$ cat src/rtl/stream_burst_source_if.sv
// stream_burst_source_if
// Groups the two handshakes of the burst source: the command channel
// (base/stride/length offered with cmd_valid/cmd_ready) and the output beat
// stream (out_valid/out_ready with out_data/out_last).
//   master : the burst source itself (takes commands, drives beats)
//   slave  : the environment (offers commands, consumes beats)
interface stream_burst_source_if #(
  parameter int WIDTH = 32,
  parameter int LEN_W = 8
);
  logic             cmd_valid;
  logic             cmd_ready;
  logic [WIDTH-1:0] cmd_base;
  logic [WIDTH-1:0] cmd_stride;
  logic [LEN_W-1:0] cmd_len;
  logic             out_valid;
  logic             out_ready;
  logic [WIDTH-1:0] out_data;
  logic             out_last;

  modport master (
    input  cmd_valid, cmd_base, cmd_stride, cmd_len, out_ready,
    output cmd_ready, out_valid, out_data, out_last
  );

  modport slave (
    output cmd_valid, cmd_base, cmd_stride, cmd_len, out_ready,
    input  cmd_ready, out_valid, out_data, out_last
  );
endinterface

$ cat src/rtl/stream_burst_source.sv
// stream_burst_source
// Accepts a burst command (base, stride, length-1) and emits the burst as a
// sequence of valid/ready beats: base, base+stride, base+2*stride, ... with
// out_last on the final beat. Used as a DMA-style traffic source and as a
// bring-up pattern generator.
// Ports:
//   clk         clock, all state on rising edge
//   rst_n       asynchronous active-low reset (aborts any burst in flight)
//   bus         command channel + output beat stream (master side)
//   busy        burst in progress, identical to out_valid
//   done        one-cycle pulse after the last beat is accepted
//   burst_count completed bursts, wraps modulo 2^CNT_W
module stream_burst_source #(
  parameter int WIDTH = 32,
  parameter int LEN_W = 8,
  parameter int CNT_W = 16
) (
  input  logic                  clk,
  input  logic                  rst_n,
  stream_burst_source_if.master bus,
  output logic                  busy,
  output logic                  done,
  output logic [CNT_W-1:0]      burst_count
);

  typedef enum logic {
    IDLE = 1'b0,
    RUN  = 1'b1
  } state_t;

  state_t           state;
  state_t           next_state;
  logic             cmd_accept;
  logic             beat_accept;

  logic [WIDTH-1:0] out_data_q;
  logic [WIDTH-1:0] stride_q;
  logic [LEN_W-1:0] remaining_q;
  logic             out_last_q;
  logic             done_q;
  logic [CNT_W-1:0] burst_count_q;

  // A beat is presented for the whole time the FSM is in RUN, so out_valid
  // is simply the state; it cannot drop before its handshake because RUN is
  // only left on the last-beat handshake.
  assign bus.cmd_ready = (state == IDLE);
  assign bus.out_valid = (state == RUN);
  assign bus.out_data  = out_data_q;
  assign bus.out_last  = out_last_q;
  assign busy          = (state == RUN);
  assign done          = done_q;
  assign burst_count   = burst_count_q;

  always_ff @(posedge clk or negedge rst_n) begin
    if (!rst_n) begin
      state <= IDLE;
    end else begin
      state <= next_state;
    end
  end

  always_comb begin
    next_state  = state;
    cmd_accept  = 1'b0;
    beat_accept = 1'b0;
    case (state)
      IDLE: begin
        if (bus.cmd_valid) begin
          cmd_accept = 1'b1;
          next_state = RUN;
        end
      end
      RUN: begin
        if (bus.out_ready) begin
          beat_accept = 1'b1;
          if (out_last_q) begin
            next_state = IDLE;
          end
        end
      end
      default: next_state = IDLE;
    endcase
  end

  // Beat datapath. out_data/out_last only move on a command or a handshake,
  // which keeps them frozen under backpressure. remaining counts the beats
  // still to come after the one currently presented.
  always_ff @(posedge clk or negedge rst_n) begin
    if (!rst_n) begin
      out_data_q    <= '0;
      stride_q      <= '0;
      remaining_q   <= '0;
      out_last_q    <= 1'b0;
      done_q        <= 1'b0;
      burst_count_q <= '0;
    end else begin
      done_q <= 1'b0;
      if (cmd_accept) begin
        out_data_q  <= bus.cmd_base;
        stride_q    <= bus.cmd_stride;
        remaining_q <= bus.cmd_len;
        out_last_q  <= (bus.cmd_len == '0);
      end else if (beat_accept) begin
        if (out_last_q) begin
          out_last_q    <= 1'b0;
          done_q        <= 1'b1;
          burst_count_q <= burst_count_q + CNT_W'(1);
        end else begin
          out_data_q  <= out_data_q + stride_q;
          remaining_q <= remaining_q - LEN_W'(1);
          out_last_q  <= (remaining_q == LEN_W'(1));
        end
      end
    end
  end

endmodule

$ cat src/flat_wrapper.sv
// flat-port wrapper written by rule: the top's interface ports become plain ports
module stream_burst_source_flat 
#(
  parameter int WIDTH = 32,
  parameter int LEN_W = 8,
  parameter int CNT_W = 16
)
  (clk, rst_n, busy, done, burst_count, bus_cmd_valid, bus_cmd_base, bus_cmd_stride, bus_cmd_len, bus_out_ready, bus_cmd_ready, bus_out_valid, bus_out_data, bus_out_last);
  stream_burst_source_if #(.WIDTH(WIDTH), .LEN_W(LEN_W)) bus_i ();
  input  logic clk;
  input  logic rst_n;
  output logic busy;
  output logic done;
  output logic [CNT_W-1:0] burst_count;
  input wire logic [$bits(bus_i.cmd_valid)-1:0] bus_cmd_valid;
  input wire logic [$bits(bus_i.cmd_base)-1:0] bus_cmd_base;
  input wire logic [$bits(bus_i.cmd_stride)-1:0] bus_cmd_stride;
  input wire logic [$bits(bus_i.cmd_len)-1:0] bus_cmd_len;
  input wire logic [$bits(bus_i.out_ready)-1:0] bus_out_ready;
  output wire logic [$bits(bus_i.cmd_ready)-1:0] bus_cmd_ready;
  output wire logic [$bits(bus_i.out_valid)-1:0] bus_out_valid;
  output wire logic [$bits(bus_i.out_data)-1:0] bus_out_data;
  output wire logic [$bits(bus_i.out_last)-1:0] bus_out_last;
  assign bus_i.cmd_valid = bus_cmd_valid;
  assign bus_i.cmd_base = bus_cmd_base;
  assign bus_i.cmd_stride = bus_cmd_stride;
  assign bus_i.cmd_len = bus_cmd_len;
  assign bus_i.out_ready = bus_out_ready;
  assign bus_cmd_ready = bus_i.cmd_ready;
  assign bus_out_valid = bus_i.out_valid;
  assign bus_out_data = bus_i.out_data;
  assign bus_out_last = bus_i.out_last;
  stream_burst_source #(.WIDTH(WIDTH), .LEN_W(LEN_W), .CNT_W(CNT_W)) u_core (.clk(clk), .rst_n(rst_n), .bus(bus_i), .busy(busy), .done(done), .burst_count(burst_count));
endmodule
$ cat config.mk
export PLATFORM = sky130hd
export DESIGN_NAME = stream_burst_source_flat
export DESIGN_NICKNAME = d
export VERILOG_FILES = /design/src/rtl/stream_burst_source_if.sv /design/src/rtl/stream_burst_source.sv /design/src/flat_wrapper.sv
export SDC_FILE = /design/constraint.sdc
export NUM_CORES = 1
export LEC_CHECK = 0
export BUFFER_PORTS_ARGS = -buffer_cell sky130_fd_sc_hd__buf_2
export CELL_PAD_IN_SITES_DETAIL_PLACEMENT = 2
export CELL_PAD_IN_SITES_GLOBAL_PLACEMENT = 2
export CORE_MARGIN = 2
export CORE_UTILIZATION = 35
export CTS_CLUSTER_SIZE = 40
export DETAILED_ROUTE_END_ITERATION = 6
export HOLD_SLACK_MARGIN = 0.03
export PLACE_DENSITY = 0.87
export SLEW_MARGIN = 25
export SYNTH_ARGS = -nofsm -noshare
export SYNTH_HDL_FRONTEND = slang
export SYNTH_SLANG_ARGS = --single-unit
$ cat constraint.sdc
create_clock -name clk -period 6.2 [get_ports clk]
set_input_delay 1.24 -clock clk [delete_from_list [all_inputs] [get_ports clk]]
set_output_delay 1.24 -clock clk [all_outputs]
set_load 0.01 [all_outputs]
==> metrics.yaml, run 1 <==
synth_area_leaders: "dfrtp_1 42%, nand2_1 10%, ha_1 7.9%"
syn_area_sq_um: 5400
vias: 5080
drt-vias-per-instance: 5.50
rows: 45
cp.depth: 7
crit_start: "bus_out_ready"
syn2layout_area_growth_pct: 20.9
netlist_instances: 613
cts-htree-levels: 3
finalHoldViolations: 0
drt_iter0_drc: 210
syn_avg_cell_area_sq_um: 8.81
worst_pin_slew_ns: 0.908
grt_max_degree: 72
critical_path.slowest_cell: "nor2_1"
slew_violations: 0
hold_class: "flip-flop to flip-flop"
endpoint: "u_core.bus.out_data[6]"
place_hpwl_mm: 13.6
synth.area.mux_share_pct: 0
ys_seq_elements: 91
synthAdderAreaFrac_pct: 8.25
seq_area_frac_synth_pct: 42.2
first_global_vias: 5744
synth_top_area_cell: "dfrtp_1"
ant_nets: 0
powerDensity_nw_per_um2: 619
start_util_pct: 35.6
internal_power_uw: 2110
grt_pass1_wl_mm: 30.6
p_switching_uw: 1930
cts_tree: "done"
clk_latency_ns: 0.36
power_frac_seq_pct: 26.4
drive_gt1_share_pct: 21.7
clk_pin_slew_ns: 0.07
relSlewSlack_pct: 39.3
yosys.area_share.simple_pct: 18.0
gp_congestion: 0.838
yosys_most_used_dff: "dfrtp_1"
path_delay_family: "simple AND/OR/NAND/NOR gates"
cp-start-kind: "input pin"
status: "finished clean"
rsz0062_at_grt: "false"
grt.total_usage_pct: 23.7
reg2reg_depth: 10
critPathMaxFanout: 15
crit_path_max_incr_delay_ns: 0.71
fin_nets: 840
n_fill_cell: 1678
combPwrFrac_pct: 58.4
crit_path_end_kind: "flip-flop"
boundaryPins: 129
r2r-end: "u_core.bus.out_data[24]"
post_cts_resized: 0
synth-edff-count: 0
synth-compound-area-share_pct: 21.3
antenna_found_initial: 1
ys_async_sr_fraction_pct: 100
ys_warn_count: 0
worstPathArrival_ns: 3.20
dieArea_sq_um: 16400
chipWidth_um: 128
clock-sinks: 91
finalSetupViolCount: 0
synth_top_area_share_pct: 42.2
synth_top_family_by_area: "compound AO/OA/AOI/OAI gates"
rrSetupSlack_ns: 3.26
drcViolationCount: 0
wl_mm: 18.6
fin_worst_skew_ns: 0.0104
p_clk_share_pct: 15.3
path_cells: "buf_2 -> nand2_1 -> nor2_1 -> nor2_2 -> buf_4 -> a22o_1 -> a31o_2"
clk_path_buf_depth: 2
worstReg2RegStart: "u_core.bus.out_data[0]"
synth_most_common_cell: "nand2_1"
die_h_um: 128
overflow: 0
path_class: "input pin to flip-flop"
fin_crit_sh_pct: 47.5
fmax_mhz: 340
power_switching_share_pct: 47.8
dr.pass1.iters: 5
port_buffers: 128
core_area_sq_um: 15100
hold_buffers: 0
fin_crit_ns: 2.94
synth_cell_types: 51
yosys.area_share.xor_xnor_pct: 7.30
cts_setup_buffers: 0
cts_root_buf: "clkbuf_16"
yosys-top-cells-count: "146 x nand2_1, 91 x dfrtp_1, 45 x o21ai_0, 43 x a21oi_1, 34 x ha_1"
cp.required_ns: 6.46
power.leakage_uw: 0.00325
max_cap_violations: 0
dpl_worst_slack_ns: 2.91
syn_nets: 724
wl_per_cell_um: 20.2
cts_buffers: 9
ir_drop_mv: 0.209
setup_slack_ns: 3.26
crit_buf_inv: 2
setup_tns_ns: 0
[worst min path at each step]
| stage | startpoint | endpoint | slack (ns) | cells after the start |
|---|---|---|---|---|
| 5_1_grt | u_core.burst_count[15] | u_core.burst_count[15] | 0.50 | 1 |
| 3_5_place_dp | u_core.stride_q[16] | u_core.stride_q[16] | 0.47 | 2 |
| 6_report | u_core.burst_count[15] | u_core.burst_count[15] | 0.48 | 1 |
| 3_3_place_gp | u_core.burst_count[15] | u_core.burst_count[15] | 0.45 | 1 |
| 2_1_floorplan | u_core.stride_q[0] | u_core.stride_q[0] | 0.45 | 2 |
| 4_1_cts | u_core.burst_count[15] | u_core.burst_count[15] | 0.49 | 1 |
[cell families (layout without fill, tap and decap cells)]
group           Yosys count  after routing
compound gates          176            176
xor+xnor                 45             45
fa+ha+maj                35             35
buf+inv                  38            159
flops                    91             91
other cells               0              1
simple gates            228            228
[power groups by stage]
stage	Combinational (uW)	Sequential (uW)	Clock, uW
floorplan	1600	1060	0
detailed placement	2320	1070	0
finish	2360	1070	617
global placement	2170	1060	0
CTS	2370	1070	630
global route	2640	1100	655
[registers in the layout, indices dropped and copies added (netlist names)]
register,flops
u_core.bus.out_last,1
u_core.burst_count,16
u_core.bus.out_data,32
u_core.done,1
u_core.stride_q,32
u_core.bus.out_valid,1
u_core.remaining_q,8
[per-layer routing]
metal  vias up  global-route usage (%)  routed length, um
li1       2406                       -                  -
met1      2545                    30.0               8200
met2       115                    41.4               9500
met3        14                    4.92                725
met4         0                    5.95                185
met5         -                       0                  0
[stage by stage]
stage / area [sq um] / hold slack [ns] / util (%) / std cells / power [uW]
after global placement: 6200 / 0.452 / 40.9 / 906 / 3230
after global routing: 6530 / 0.499 / 43.1 / 923 / 4400
after detailed placement: 6200 / 0.474 / 40.9 / 906 / 3390
after floorplan: 5400 / 0.450 / - / 613 / 2660
final: 6530 / 0.477 / 43.1 / 923 / 4040
after CTS: 6520 / 0.491 / 43.1 / 922 / 4070
[cells in the final DEF, fill, tap and decap left out, drive strengths merged, types with 5 or more instances in the layout]
cell and count:
a211oi 5, a21o 10, a21oi 43, a221o 6, a22oi 25, a31oi 7, and3 9, buf 132
clkbuf 10, dfrtp 91, ha 34, inv 13, nand2 146, nand3 14, nand4 11, nor2 26
nor2b 6, nor3 8, o21a 5, o21ai 50, xnor2 25, xor2 20
[layout make-up]
cell class	instances	area, sq um	area share, %
Multi-Input combinational cell	484	2970	45.6
Sequential cell	91	2280	34.9
Timing Repair Buffer	132	673	10.3
Tap cell	188	235	3.60
Clock buffer	10	229	3.51
Clock inverter	6	95.1	1.46
Inverter	11	41.3	0.633
Antenna cell	1	2.50	0.0383
No activity file was read; power rests on OpenSTA's default activity.
==> run 2, diff against run 1 <==
--- a/config.mk
+++ b/config.mk
@@ -9,11 +9,11 @@
 export CELL_PAD_IN_SITES_DETAIL_PLACEMENT = 2
 export CELL_PAD_IN_SITES_GLOBAL_PLACEMENT = 2
 export CORE_MARGIN = 2
-export CORE_UTILIZATION = 35
+export CORE_UTILIZATION = 32
 export CTS_CLUSTER_SIZE = 40
 export DETAILED_ROUTE_END_ITERATION = 6
 export HOLD_SLACK_MARGIN = 0.03
-export PLACE_DENSITY = 0.87
+export PLACE_DENSITY = 0.8
 export SLEW_MARGIN = 25
 export SYNTH_ARGS = -nofsm -noshare
 export SYNTH_HDL_FRONTEND = slang
==> constraint.sdc (replaced) <==
create_clock -name clk -period 2.8 [get_ports clk]
set_input_delay 0.56 -clock clk [delete_from_list [all_inputs] [get_ports clk]]
set_output_delay 0.56 -clock clk [all_outputs]
set_load 0.01 [all_outputs]
==> metrics.yaml, run 2 (synthesis gave the netlist of run 1 again) <==
status: "finished clean"
fin_worst_skew_ns: 0.0108  # +0.000376 ns
clk_latency_ns: 0.36  # about the same
dr_wl_met2_mm: 9.70  # +2.1%
dpl_cell_area_sq_um: 6290  # +1.5%
drive_gt1_share_pct: 23.7  # +2.1 points
fin_area_sq_um: 6680  # +2.4%
reg2reg_depth: 10  # unchanged
port_buffers: 128  # unchanged
cp-start-kind: "flip-flop"
hold_slack_ns: 0.200  # -0.278 ns
clock-sinks: 91  # unchanged
finalSetupViolCount: 0  # unchanged
drt-vias-per-instance: 5.29  # -3.9%
chipWidth_um: 134  # +4.4%
clk_pin_slew_ns: 0.08  # about the same
rsz0062_at_grt: "true"
antenna_found_initial: 0  # -1
cts_root_buf: "clkbuf_16"
powerDensity_nw_per_um2: 1360  # +120%
hold_buffers: 0  # unchanged
fmax_mhz: 371
ant_nets: 0  # unchanged
die_h_um: 134  # +4.4%
wl_met3_um: 611  # -16%
finalHoldViolations: 0  # unchanged
setup_slack_ns: 0.104  # -3.15 ns
ir_drop_mv: 0.403  # +93%
wl_per_cell_um: 19.5  # -3.4%
dr.pass1.iters: 4  # -1
top_layer: "met4"
first_global_vias: 5823  # +1.4%
rrSetupSlack_ns: 0.10  # -3.15 ns
boundaryPins: 129  # unchanged
dieArea_sq_um: 17900  # +9.1%
core_area_sq_um: 16500  # +9.1%
rows: 47  # +4.4%
clk_path_buf_depth: 2  # unchanged
relSlewSlack_pct: 46.9  # +7.6 points
crit_path_end_kind: "flip-flop"
drcViolationCount: 0  # unchanged
place_hpwl_mm: 13.8  # +2.2%
cts-htree-levels: 3  # unchanged
drt_iter0_drc: 192  # -8.6%
cts_buffers: 9  # unchanged
final_common_cell: "nand2_1"
wl_mm: 18.8  # +1.1%
antennaDiodeCount: 0  # -1
vias: 5111  # +0.61%
slew_violations: 0  # unchanged
max_cap_violations: 0  # unchanged
power.leakage_uw: 0.00330  # +1.6%
drt-met1-wl_mm: 8.26  # +0.82%
fin_crit_sh_pct: 96.3
hold_class: "input pin to asynchronous set/reset pin"
fin_nets: 852  # +1.4%
grt_max_degree: 71  # -1.4%
fin_crit_ns: 2.70
final_cell_mix: "146 x nand2_1, 127 x buf_2, 91 x dfrtp_1, 43 x o21ai_0, 42 x a21oi_1"
grt.total_usage_pct: 21.8  # -1.9 points
critPathMaxFanout: 3  # -12
cts_tree: "done"
n_fill_cell: 1873  # +12%
worstPathArrival_ns: 2.93  # -0.27 ns
path_class: "flip-flop to flip-flop"
overflow: 0  # unchanged
gp_congestion: 0.809  # -3.5%
dpl_worst_slack_ns: -0.0991  # -3.01 ns
syn2layout_area_growth_pct: 23.8
worst_pin_slew_ns: 0.797  # -0.111 ns
start_util_pct: 32.7  # -3.0 points
grt_pass1_wl_mm: 30.8  # +0.54%
cp.required_ns: 3.04  # -3.42 ns
## run 2: cell count changes in the layout (fill, tap and decap cells not counted), moves of 2 or more
cell / before / now
o21ai_0: 45 / 43
inv_6: 2 / 4
clkinv_4: 2 / 0
buf_4: 5 / 16
bufinv_16: 2 / 0
inv_8: 0 / 2
## run 2: routing by layer
layer,vias to the layer above,track usage (%)
met5,-,0
met2,89,40.1
li1,2424,-
met4,0,5.91
met3,14,3.74
met1,2584,26.3
## run 2: final timing paths
| check | start | to |
|---|---|---|
| setup / recovery | u_core.bus.out_data[0] | u_core.bus.out_data[30] |
| hold / removal | rst_n | u_core.stride_q[14] |
| setup reg to reg | u_core.bus.out_data[0] | u_core.bus.out_data[30] |
| hold reg to reg | u_core.burst_count[15] | u_core.burst_count[15] |
| max in group asynchronous | rst_n | u_core.remaining_q[0] |
| min in group clk | bus_cmd_stride[26] | u_core.stride_q[26] |
## run 2: cell type report
cell class                      instances  area [sq um]  share of cell area [%]
Clock buffer                            9           225                    3.37
Clock inverter                          7          65.1                   0.974
Inverter                               11          41.3                   0.618
Multi-Input combinational cell        484          3020                    45.2
Sequential cell                        91          2280                    34.1
Tap cell                              220           275                    4.12
Timing Repair Buffer                  144           776                    11.6
## run 2: worst max-delay path, stage by stage (launching register included)
cell,delay (ns)
dfrtp_1,0.42
ha_4,0.19
fa_2,0.40
a211oi_4,0.32
o21ai_4,0.11
a311oi_2,0.28
a21oi_2,0.10
a311oi_2,0.32
o21ai_2,0.11
xnor2_1,0.22
o21ai_1,0.10
## run 2: where the power goes
group          internal, uW  switching (uW)  leakage (uW)
logic                  2180            3310       0.00201
clock network           628             615      0.000141
registers              1870             461       0.00115
## run 2: through the flow
step	total power [uW]	TNS, ns	utilization (%)	instances
6_report	9070	0	40.4	966
5_1_grt	9910	-0.168	40.4	966
4_1_cts	8990	0	40.0	961
3_5_place_dp	7620	-0.0991	38.1	943
3_3_place_gp	7300	0	38.1	943
2_1_floorplan	5890	0	-	613
## run 2: what timing repair did
action                                  CTS  global route
endpoints found under the setup margin    1             5
cloned                                    0             0
pin swaps                                 2             8
resized for setup                         1             9
setup buffers                             2             5
==> run 3, diff against run 2 <==
--- a/config.mk
+++ b/config.mk
@@ -5,15 +5,16 @@
 export SDC_FILE = /design/constraint.sdc
 export NUM_CORES = 1
 export LEC_CHECK = 0
+export ABC_AREA = 1
 export BUFFER_PORTS_ARGS = -buffer_cell sky130_fd_sc_hd__buf_2
 export CELL_PAD_IN_SITES_DETAIL_PLACEMENT = 2
 export CELL_PAD_IN_SITES_GLOBAL_PLACEMENT = 2
 export CORE_MARGIN = 2
-export CORE_UTILIZATION = 32
+export CORE_UTILIZATION = 31
 export CTS_CLUSTER_SIZE = 40
 export DETAILED_ROUTE_END_ITERATION = 6
 export HOLD_SLACK_MARGIN = 0.03
-export PLACE_DENSITY = 0.8
+export PLACE_DENSITY = 0.82
 export SLEW_MARGIN = 25
 export SYNTH_ARGS = -nofsm -noshare
 export SYNTH_HDL_FRONTEND = slang
==> metrics.yaml, run 3 <==
crit_path_end_kind: "flip-flop"
grt.total_usage_pct: 21.8  # about the same
syn2layout_area_growth_pct: 21.5
worst_pin_slew_ns: 0.886  # +0.0897 ns
rsz0062_at_grt: "false"
fin_worst_skew_ns: 0.0144  # +0.00364 ns
synth_area_leaders: "dfrtp_1 37%, nand2_1 22%, ha_1 7.0%"
overflow: 0  # unchanged
core_area_sq_um: 19400  # +17%
cts_setup_buffers: 0  # -2
max_cap_violations: 0  # unchanged
grt_pass1_wl_mm: 35.0  # +14%
cts_buffers: 9  # unchanged
crit_buf_inv: 0  # unchanged
cts_root_buf: "clkbuf_16"
synth_top_area_cell: "dfrtp_1"
wl_per_cell_um: 17.0  # -13%
path_class: "flip-flop to flip-flop"
path_cells: "ha_1 -> fa_1 -> nand2_1 -> nand2_1 -> nand3b_1 -> nand2_1 -> nand2_1 -> nand2_1 -> nand2_1 -> nand2_1 -> nand2_1 -> nand3_1 -> nand2_1 -> nand2_1"
ant_nets: 0  # unchanged
netlist_instances: 856  # +40%
synth_top_area_share_pct: 37.3  # -4.8 points
clk_pin_slew_ns: 0.07  # about the same
drive_gt1_share_pct: 17.7  # -6.0 points
dr.pass1.iters: 5  # +1
cp-start-kind: "flip-flop"
cp.required_ns: 3.05  # about the same
cpMostUsedCell: "nand2_1"
clock-sinks: 91  # unchanged
drt-vias-per-instance: 4.86  # -8.2%
synth_most_common_cell: "nand2_1"
antennaDiodeCount: 0  # unchanged
syn_avg_cell_area_sq_um: 7.12  # -19%
syn_area_sq_um: 6100  # +13%
yosys.area_share.xor_xnor_pct: 4.17  # -3.1 points
synth_top_family_by_area: "simple AND/OR/NAND/NOR gates"
place_hpwl_mm: 16.5  # +19%
die_h_um: 144  # +7.7%
antenna_found_initial: 2  # +2
fin_crit_ns: 2.36  # -0.340 ns
drt_iter0_drc: 176  # -8.3%
setup_tns_ns: 0  # unchanged
grt_max_degree: 72  # +1.4%
start_util_pct: 31.4  # -1.2 points
yosys_most_used_dff: "dfrtp_1"
slew_violations: 0  # unchanged
seq_area_frac_synth_pct: 37.3  # -4.8 points
gp_congestion: 0.818  # +1.1%
ir_drop_mv: 0.382  # -5.1%
path_delay_family: "simple AND/OR/NAND/NOR gates"
finalSetupViolCount: 0  # unchanged
port_buffers: 128  # unchanged
final_cell_mix: "355 x nand2_1, 127 x buf_2, 96 x inv_1, 91 x dfrtp_1, 51 x nor2_1"
worstPathArrival_ns: 2.61  # -0.32 ns
critPathMaxFanout: 4  # +1
status: "finished clean"
synthAdderAreaFrac_pct: 7.31  # -0.94 points
syn_nets: 967  # +34%
relSlewSlack_pct: 40.8  # -6.0 points
chipWidth_um: 144  # +7.7%
hold_class: "input pin to asynchronous set/reset pin"
hold_buffers: 0  # unchanged
crit_path_max_incr_delay_ns: 0.40  # -0.02 ns
drcViolationCount: 0  # unchanged
clk_path_buf_depth: 2  # unchanged
yosys-top-cells-count: "355 x nand2_1, 96 x inv_1, 91 x dfrtp_1, 51 x nor2_1, 47 x nand3_1"
synth-edff-count: 0  # unchanged
clk_latency_ns: 0.37  # about the same
boundaryPins: 129  # unchanged
rows: 51  # +8.5%
post_cts_resized: 0  # -1
vias: 6084  # +19%
synth.area.mux_share_pct: 0.185  # +0.18 points
ys_warn_count: 0  # unchanged
critical_path.slowest_cell: "dfrtp_1"
power.leakage_uw: 0.00417  # +26%
finalHoldViolations: 0  # unchanged
fin_crit_sh_pct: 84.1  # -12 points
synth_cell_types: 41  # -20%
dieArea_sq_um: 20800  # +16%
powerDensity_nw_per_um2: 1210  # -11%
ys_async_sr_fraction_pct: 100  # unchanged
cts-htree-levels: 3  # unchanged
fin_nets: 1093  # +28%
fmax_mhz: 424  # +14%
utilization_pct: 38.2  # -2.2 points
ys_seq_elements: 91  # unchanged
final_common_cell: "nand2_1"
cts_tree: "done"
wl_mm: 21.3  # +13%
synth-compound-area-share_pct: 8.66  # -13 points
yosys.area_share.simple_pct: 34.8  # +17 points
n_fill_cell: 2378  # +27%
first_global_vias: 6804  # +17%
-- run 3: changes by cell type in the layout (fill, tap and decap cells not counted), moves of 10 or more --
cell	previous run	this run
a21o_1	10	0
a21oi_1	42	30
a22o_1	1	11
a22oi_1	25	1
buf_4	16	5
inv_1	11	96
nand2_1	146	355
nand3_1	14	47
nor2_1	25	51
o211ai_1	4	14
o21ai_0	43	7
-- run 3: logic make-up after synthesis --
family                   count (synthesis)
AND/OR/NAND/NOR                        499
buffers and inverters                  120
flip-flops                              91
AO/OA/AOI/OAI                           81
adder cells (fa/ha/maj)                 35
XOR/XNOR                                29
multiplexers                             1
-- run 3: final timing paths --
path / depth (start not counted) / slack, ns / start / to
max: 14 / 0.44 / u_core.bus.out_data[0] / u_core.bus.out_data[30]
min: 1 / 0.15 / rst_n / u_core.stride_q[1]
max reg2reg: 14 / 0.44 / u_core.bus.out_data[0] / u_core.bus.out_data[30]
min reg2reg: 2 / 0.48 / u_core.stride_q[2] / u_core.stride_q[2]
max in group asynchronous: 2 / 1.94 / rst_n / u_core.stride_q[20]
min in group clk: 3 / 0.40 / bus_cmd_stride[27] / u_core.stride_q[27]
-- run 3: per-stage QoR --
| stage | instances | hold WS, ns | cell area, sq um | setup WS (ns) | total power [uW] |
|---|---|---|---|---|---|
| 5_1_grt | 1252 | 0.180 | 7410 | 0.282 | 9910 |
| 4_1_cts | 1252 | 0.165 | 7410 | 0.441 | 9090 |
| 2_1_floorplan | 856 | 0.264 | 6100 | 0.764 | 5760 |
| 6_report | 1252 | 0.147 | 7410 | 0.444 | 8980 |
| 3_3_place_gp | 1236 | 0.458 | 7050 | 0.540 | 7240 |
| 3_5_place_dp | 1236 | 0.466 | 7050 | 0.469 | 7470 |
-- run 3: metal layers --
layer,vias to the layer above,share of wire (%),GRT usage [%]
met1,3002,46,28.0
met2,94,48,37.9
met4,4,1.5,5.47
met3,24,3.9,4.11
met5,-,0.098,0
li1,2960,-,-
-- run 3: worst register-to-register path, cell delays in order, from the launching register on --
cell	delay, ns
dfrtp_1	0.40
ha_1	0.24
fa_1	0.40
nand2_1	0.14
nand2_1	0.07
nand3b_1	0.10
nand2_1	0.12
nand2_1	0.10
nand2_1	0.14
nand2_1	0.17
nand2_1	0.07
nand2_1	0.06
nand3_1	0.07
nand2_1	0.11
nand2_1	0.06
-- run 3: layout make-up --
cell class	instances	area, sq um	share of cell area [%]
multi-input combinational	645	3370	45.4
timing repair buffer	133	693	9.36
clock inverter	6	118	1.59
tap	265	332	4.48
inverter	102	383	5.17
sequential	91	2280	30.7
clock buffer	10	239	3.23
-- run 3: where the power goes --
group	leakage [uW]	total, uW	internal [uW]	switching, uW
Sequential	0.00115	2300	1840	463
Combinational	0.00284	5170	1880	3300
Clock	0.000171	1500	908	595
Total	0.00417	8980	4620	4350
